$ cat src/rtl/io_pkg.sv
// io_pkg: shared IObus constants for the switch input path.
package io_pkg;
    localparam int SW_WIDTH            = 24;
    localparam int DEBOUNCE_CYCLES_DEF = 250000;
    localparam int SW_CNT_W            = 18;
    localparam logic [31:0] IO_SWITCH_ADDR      = 32'h8000_0008;
    localparam logic [31:0] IO_SWITCH_STAT_ADDR = 32'h8000_000C;
endpackage

$ cat src/rtl/switch_debounce_bit.sv
// switch_debounce_bit: 2-flop synchronizer, stability counter and edge pulses for one switch.
module switch_debounce_bit
    import io_pkg::*;
#(
    parameter int DEBOUNCE_CYCLES = DEBOUNCE_CYCLES_DEF,
    parameter int CNT_W           = SW_CNT_W
) (
    input  logic clk,
    input  logic rst_n,
    input  logic switch_i,
    output logic switch_o,
    output logic rise_o,
    output logic fall_o
);
    localparam logic [CNT_W-1:0] LAST = CNT_W'(DEBOUNCE_CYCLES - 1);

    logic sync1_q, sync1_d, sync2_q, sync2_d, stable_q, stable_d;
    logic rise_q, rise_d, fall_q, fall_d;
    logic [CNT_W-1:0] cnt_q, cnt_d;

    // The counter only runs while the synchronized level disagrees with the accepted one.
    always_comb begin
        sync1_d  = switch_i;
        sync2_d  = sync1_q;
        cnt_d    = '0;
        stable_d = stable_q;
        rise_d   = 1'b0;
        fall_d   = 1'b0;
        if (sync2_q != stable_q) begin
            if (cnt_q == LAST) begin
                stable_d = sync2_q;
                rise_d   = sync2_q;
                fall_d   = ~sync2_q;
            end else begin
                cnt_d = cnt_q + CNT_W'(1);
            end
        end
    end

    always_ff @(posedge clk or negedge rst_n) begin
        if (!rst_n) begin
            sync1_q  <= 1'b0;
            sync2_q  <= 1'b0;
            stable_q <= 1'b0;
            rise_q   <= 1'b0;
            fall_q   <= 1'b0;
            cnt_q    <= '0;
        end else begin
            sync1_q  <= sync1_d;
            sync2_q  <= sync2_d;
            stable_q <= stable_d;
            rise_q   <= rise_d;
            fall_q   <= fall_d;
            cnt_q    <= cnt_d;
        end
    end

    assign switch_o = stable_q;
    assign rise_o   = rise_q;
    assign fall_o   = fall_q;
endmodule

$ cat src/rtl/switch_debounce.sv
// switch_debounce: debounced board switches with edge pulses, sticky change flag and IRQ.
// Define SWITCH_DEBOUNCE_IRQ_EN to drive irq_o from change_o & irq_en_i; otherwise irq_o is 0.
module switch_debounce
    import io_pkg::*;
#(
    parameter int WIDTH           = SW_WIDTH,
    parameter int DEBOUNCE_CYCLES = DEBOUNCE_CYCLES_DEF,
    parameter int CNT_W           = SW_CNT_W
) (
    input  logic             clk,
    input  logic             rst_n,
    input  logic [WIDTH-1:0] switch_i,
    input  logic             clr_i,
    input  logic             irq_en_i,
    output logic [WIDTH-1:0] switch_o,
    output logic [WIDTH-1:0] rise_o,
    output logic [WIDTH-1:0] fall_o,
    output logic             change_o,
    output logic             irq_o
);
    logic change_q, change_d;

    for (genvar i = 0; i < WIDTH; i++) begin : g_bit
        switch_debounce_bit #(
            .DEBOUNCE_CYCLES(DEBOUNCE_CYCLES),
            .CNT_W          (CNT_W)
        ) u_bit (
            .clk     (clk),
            .rst_n   (rst_n),
            .switch_i(switch_i[i]),
            .switch_o(switch_o[i]),
            .rise_o  (rise_o[i]),
            .fall_o  (fall_o[i])
        );
    end

    // A new event beats a simultaneous clear so nothing is lost.
    always_comb begin
        change_d = (|rise_o) | (|fall_o) | (change_q & ~clr_i);
    end

    always_ff @(posedge clk or negedge rst_n) begin
        if (!rst_n) change_q <= 1'b0;
        else        change_q <= change_d;
    end

    assign change_o = change_q;

`ifdef SWITCH_DEBOUNCE_IRQ_EN
    logic irq_q, irq_d;

    always_comb begin
        irq_d = change_q & irq_en_i;
    end

    always_ff @(posedge clk or negedge rst_n) begin
        if (!rst_n) irq_q <= 1'b0;
        else        irq_q <= irq_d;
    end

    assign irq_o = irq_q;
`else
    logic unused_irq_en;
    assign unused_irq_en = irq_en_i;
    assign irq_o         = 1'b0;
`endif
endmodule
$ cat config.mk
export PLATFORM = sky130hd
export DESIGN_NAME = switch_debounce
export DESIGN_NICKNAME = d
export VERILOG_FILES = /design/src/rtl/io_pkg.sv /design/src/rtl/switch_debounce_bit.sv /design/src/rtl/switch_debounce.sv
export SDC_FILE = /design/constraint.sdc
export NUM_CORES = 1
export LEC_CHECK = 0
export CORE_MARGIN = 3
export CORE_UTILIZATION = 50
export DETAILED_ROUTE_END_ITERATION = 8
export GPL_TIMING_DRIVEN = 1
export HOLD_SLACK_MARGIN = 0.03
export PLACE_DENSITY = 0.77
export SLEW_MARGIN = 20
export SYNTH_ARGS = -nofsm -noshare
export SYNTH_HDL_FRONTEND = slang
export SYNTH_SLANG_ARGS = --single-unit
$ cat constraint.sdc
create_clock -name clk -period 2.2 [get_ports clk]
set_input_delay 0.33 -clock clk [delete_from_list [all_inputs] [get_ports clk]]
set_output_delay 0.33 -clock clk [all_outputs]
set_load 0.01 [all_outputs]
* Word-level counts from Yosys, hierarchy flattened
Cells that the tools add are included.
** Cells by class
- Add/subtract/negate cells :: 24
- Eq/ne operators :: 48
- Multiplexer cells :: 144
- Bitwise gates (word level) :: 28
- Reductions and logical operators :: 26
** Operators by type and width (count)
- 18-bit two-way mux :: 48
- 18-bit by 1-bit adder with 18-bit output, second input constant :: 24
- 18-bit == test, second input constant :: 24
- 1-bit two-way mux :: 96
- 2-bit AND reduction :: 24
- 24-bit OR reduction :: 2
- 1-bit inverter :: 25
- 1-bit inequality test :: 24
- 1-bit bitwise OR :: 2
- 1-bit AND :: 1
** Word-level totals
- Register bits :: 553

* Depth between registers and ports, before layout
- Depth in word-level cells :: 3
- Depth in mapped cells :: 6
- Gate-level depth less buffers :: 5

* Hierarchy
Synthesis repeated with hierarchy kept, for this count alone.
** Second synthesis, totals
- Cell total of the unflattened synthesis :: 2469
- Area total of the unflattened synthesis :: 26037.5 um^2
** By module, submodules not included
- switch_debounce_bit (g_bit[0].u_bit ...) :: times used 23, cells each 102, area an instance 1077.3 um^2
- switch_debounce_bit (g_bit[9].u_bit) :: times used 1, cells each 102, area an instance 1089.8 um^2
- switch_debounce :: times used 1, cells each 21, area an instance 170.2 um^2

* Worst setup path after synthesis
Ideal clock, no wire load.
- Kind :: register -> register
- From :: register g_bit[21].u_bit.cnt_q[13]
- To :: register g_bit[21].u_bit.stable_q
- Data arrival time :: 2.205 ns
- Data required time :: 2.075 ns
- Slack :: -0.130 ns
- Cell stages (with the launch flop) :: 5
- Clock period less this slack :: 2.330 ns
- Cell sequence :: dfrtp_1 > or4_1 > or4b_4 > or4_4 > mux2_4
** On the way
- Cells in the longest elaborated chain, start to end :: 2
** Ends and longest elaborated chain
- from (decl) :: line switch_debounce_bit.sv:19 : logic [CNT_W-1:0] cnt_q, cnt_d;
- from (signal assigned) :: line switch_debounce_bit.sv:54 : cnt_q <= cnt_d;
- 18-bit == test :: line switch_debounce_bit.sv:30 : if (cnt_q == LAST) begin
- 2-bit AND reduction (no source line)
- to (signal assigned) :: line switch_debounce_bit.sv:51 : stable_q <= stable_d;
- to (decl) :: line switch_debounce_bit.sv:17 : logic sync1_q, sync1_d, sync2_q, sync2_d, stable_q, stable_d;
Every way passes these cells.
A chain may end at the register's enable or synchronous reset.

* Worst setup path in the final report
Ends and elaborated chain as after synthesis.

==> results.py <==
metrics = {
    "sta": {
        "fin_ws_ns": -0.125,
        "finalSetupViolations": 21,
        "tightest_slew_ns": 0.624,
        "tns_ns": -1.76,
        "fin_hold_ws_ns": 0.160,
        "slew_headroom_pct": 58.1,
        "finalMaxSlewViolations": 0,
        "fin_crit_ns": 2.32,
        "fmax_mhz": 430,
        "fin_skew_ns": 0.0215,
        "rsz0062_at_grt": "yes",
        "hold_violations": 0,
        "period_share_pct": 106,
    },
    "detailed_routing": {
        "remaining_drc_errors": 0,
        "vias_per_cell": 5.70,
        "antenna_left": 0,
        "routed_wl_um": 55000,
        "dr.pass1.iters": 5,
        "first_iter_violations": 1359,
        "wl_per_cell_um": 16.2,
        "vias": 19300,
    },
    "layout": {
        "fillers": 4140,
        "register_area_um2": 13800,
        "fin_area_um2": 30100,
        "multi_input_area_um2": 11300,
        "layoutNonFillerInstCount": 3391,
        "syn_to_final_growth_pct": 15.6,
        "antenna_cells": 0,
        "drive_gt1_share_pct": 9.75,
        "fin_nets": 2725,
    },
    "power": {
        "leakagePower_nw": 12.0,
        "ir_worst_vdd_v": 0.000680,
        "total_power_mw": 21.3,
        "power_density_nw_per_um2": 708,
    },
    "synthesis": {
        "synth_area_per_cell_um2": 10.3,
        "ys_types": 47,
        "synth_xor_area_share_pct": 12.3,
        "synth_edf_count": 0,
        "ys_seq_elements": 553,
        "synthArstFlopShare_pct": 100,
        "synthAdderAreaFrac_pct": 1.16,
        "yosysTopAreaCell": "dfrtp_1",
        "synth_most_common_cell": "dfrtp_1",
        "synthSimpleGateAreaFrac_pct": 25.7,
        "synth_commonest_cells": "dfrtp_1 (553), nor2_1 (430), xnor2_1 (266)",
        "syn_nets": 2574,
        "synth_compound_area_share_pct": 3.09,
        "synth_warnings": 0,
        "synth_top_area_share_pct": 53.2,
        "ys.flop_type": "dfrtp_1",
        "synth.area.mux_share_pct": 1.17,
        "synth_area_um2": 26000,
        "ys_seq_area_share_pct": 53.2,
        "synth_top_family_by_area": "simple AND/OR/NAND/NOR gates",
        "synth_cells": 2522,
        "synthTopCellsByArea": "dfrtp_1 (53%), xnor2_1 (9.0%), nor2_1 (6.2%), nand4_1 (3.4%), xor2_1 (3.3%)",
    },
    "die": {
        "initial_core_util_pct": 51.2,
        "ios": 102,
        "die_area_um2": 54800,
        "core_area_um2": 50800,
        "die_w_um": 234,
        "row_count": 82,
        "die_height_um": 234,
    },
    "grt": {
        "grt_max_degree": 77,
        "grt_pass1_wl_um": 93200,
        "grt_pass1_vias": 19100,
        "grt_antenna_before_repair": 1,
        "grt_usage_pct": 20.4,
        "grt_overflow": 0,
    },
    "worst_setup_path": {
        "endpoint_kind": "flip-flop",
        "critPathMaxFanout": 3,
        "crit_required_ns": 2.69,
        "critPathLaunchType": "flip-flop",
        "critPathMaxStageDelay_ns": 0.53,
        "crit_type": "flip-flop to flip-flop",
        "worst_path_max_delay_cell": "or4_4",
        "cp.arrival_ns": 2.82,
        "path_cells": "or4_4 -> or4b_4 -> or4_4 -> mux2_4",
        "crit_top_cell": "or4_4",
    },
    "clock_tree": {
        "insertion_delay_ns": 0.61,
        "tritoncts": "built",
        "cts_buffers": 56,
        "cts_root_buf": "clkbuf_16",
        "cts_sinks": 553,
        "clock_path_buffers": 3,
        "clk_pin_slew_ns": 0.06,
        "cts_max_level": 2,
    },
    "placement": {
        "placed_cell_area_um2": 28000,
        "gp_congestion": 0.879,
        "io_buffers": 99,
        "dpl.cell_count": 3284,
        "place.detailed.hpwl_um": 38400,
    },
    "worst_hold_path": {
        "hold_path_class": "input port to flip-flop",
    },
    "run_status": {
        "violations": "setup timing",
        "status": "finished, violations left",
    },
    "run": {
        "maxCapViolCount": 0,
    },
}
[cells in the final DEF, fill, tap and decap left out, types with 6 or more instances in the layout]
| cell type | instances |
|---|---|
| a21oi_1 | 41 |
| and3_1 | 34 |
| and4_1 | 21 |
| buf_12 | 10 |
| buf_4 | 90 |
| bufinv_16 | 7 |
| clkbuf_1 | 6 |
| clkbuf_16 | 57 |
| clkbuf_8 | 16 |
| clkdlybuf4s50_1 | 98 |
| clkinv_2 | 12 |
| dfrtp_1 | 553 |
| ha_1 | 24 |
| inv_1 | 55 |
| mux2_2 | 23 |
| nand2_1 | 114 |
| nand3_1 | 149 |
| nand3b_1 | 8 |
| nand4_1 | 142 |
| nand4b_1 | 6 |
| nor2_1 | 430 |
| nor2b_1 | 7 |
| nor3_1 | 65 |
| nor3b_1 | 52 |
| nor4_1 | 136 |
| nor4b_1 | 16 |
| o21ai_0 | 21 |
| o21ai_1 | 6 |
| o31ai_1 | 24 |
| o41ai_2 | 15 |
| or2_2 | 8 |
| or3_1 | 27 |
| or4_1 | 43 |
| or4b_2 | 6 |
| xnor2_1 | 266 |
| xor2_1 | 98 |
[timing repair]
item                                    in CTS  in global routing
endpoints found under the setup margin       5                 22
setup buffers                                1                  1
resized for setup                            2                  4
hold buffers                                 1                  0
pin swaps                                    0                  2
hold endpoints to repair                    52                  0
[routing by layer]
metal | routed length, um | up-vias | part of all wire [%] | track usage (%)
met2 | 26100 | 471 | 47 | 33.4
met1 | 24500 | 9580 | 45 | 27.7
met3 | 3010 | 93 | 5.5 | 3.89
li1 | - | 9178 | - | -
met5 | 0 | - | 0 | 0
met4 | 1390 | 0 | 2.5 | 6.29
[worst paths after layout]
path                                                 from                        to  slack, ns  depth (start not counted)
worst max-delay path            g_bit[21].u_bit.cnt_q[13]  g_bit[21].u_bit.switch_o      -0.12                          4
worst min-delay path                         switch_i[10]   g_bit[10].u_bit.sync1_q       0.16                          1
worst max register to register  g_bit[21].u_bit.cnt_q[13]  g_bit[21].u_bit.switch_o      -0.12                          4
worst min register to register    g_bit[14].u_bit.sync1_q   g_bit[14].u_bit.sync2_q       0.35                          0
max in group asynchronous                           rst_n   g_bit[6].u_bit.cnt_q[5]       1.17                          3
min in group asynchronous                           rst_n     g_bit[1].u_bit.rise_o       0.24                          2
[worst max-delay path: cells and delay by family (launching register included)]
| family | cells | cell delay, ns |
|---|---|---|
| flip-flops | 1 | 0.38 |
| AND/OR/NAND/NOR | 3 | 1.51 |
| multiplexers | 1 | 0.31 |
[state kept, by name (all words and copies together) (netlist names)]
name / cells
change_o: 1
g_bit.u_bit.cnt_q: 432
g_bit.u_bit.sync2_q: 24
g_bit.u_bit.rise_o: 24
g_bit.u_bit.sync1_q: 24
g_bit.u_bit.fall_o: 24
g_bit.u_bit.switch_o: 24
[cell families after synthesis]
family	Yosys count
multiplexers	27
flip-flops	553
adder cells (fa/ha/maj)	24
AND/OR/NAND/NOR	1280
XOR/XNOR	364
other	1
buffers and inverters	163
AO/OA/AOI/OAI	110
[layout make-up]
class                      count  share of cell area [%]
sequential                   553                    46.0
inverter                      55                   0.687
tap                          672                    2.80
multi-input combinational   1806                    37.6
clock buffer                  79                    5.55
timing repair buffer         201                    6.30
clock inverter                25                    1.06
[power by group]
group	switching [mW]	leakage, nW	internal (mW)
sequential	0.155	7.56	10.3
clock	4.00	0.984	6.10
combinational	0.436	3.42	0.273
total	4.59	12.0	16.7
[per-stage QoR]
step / util [%] / setup slack, ns
after detailed placement: 55.2 / -0.142
after floorplan: - / -0.130
final: 59.2 / -0.125
after global placement: 55.2 / -0.139
after global routing: 59.2 / -0.169
after CTS: 59.2 / -0.127
Power figures use the tool's default switching activity.
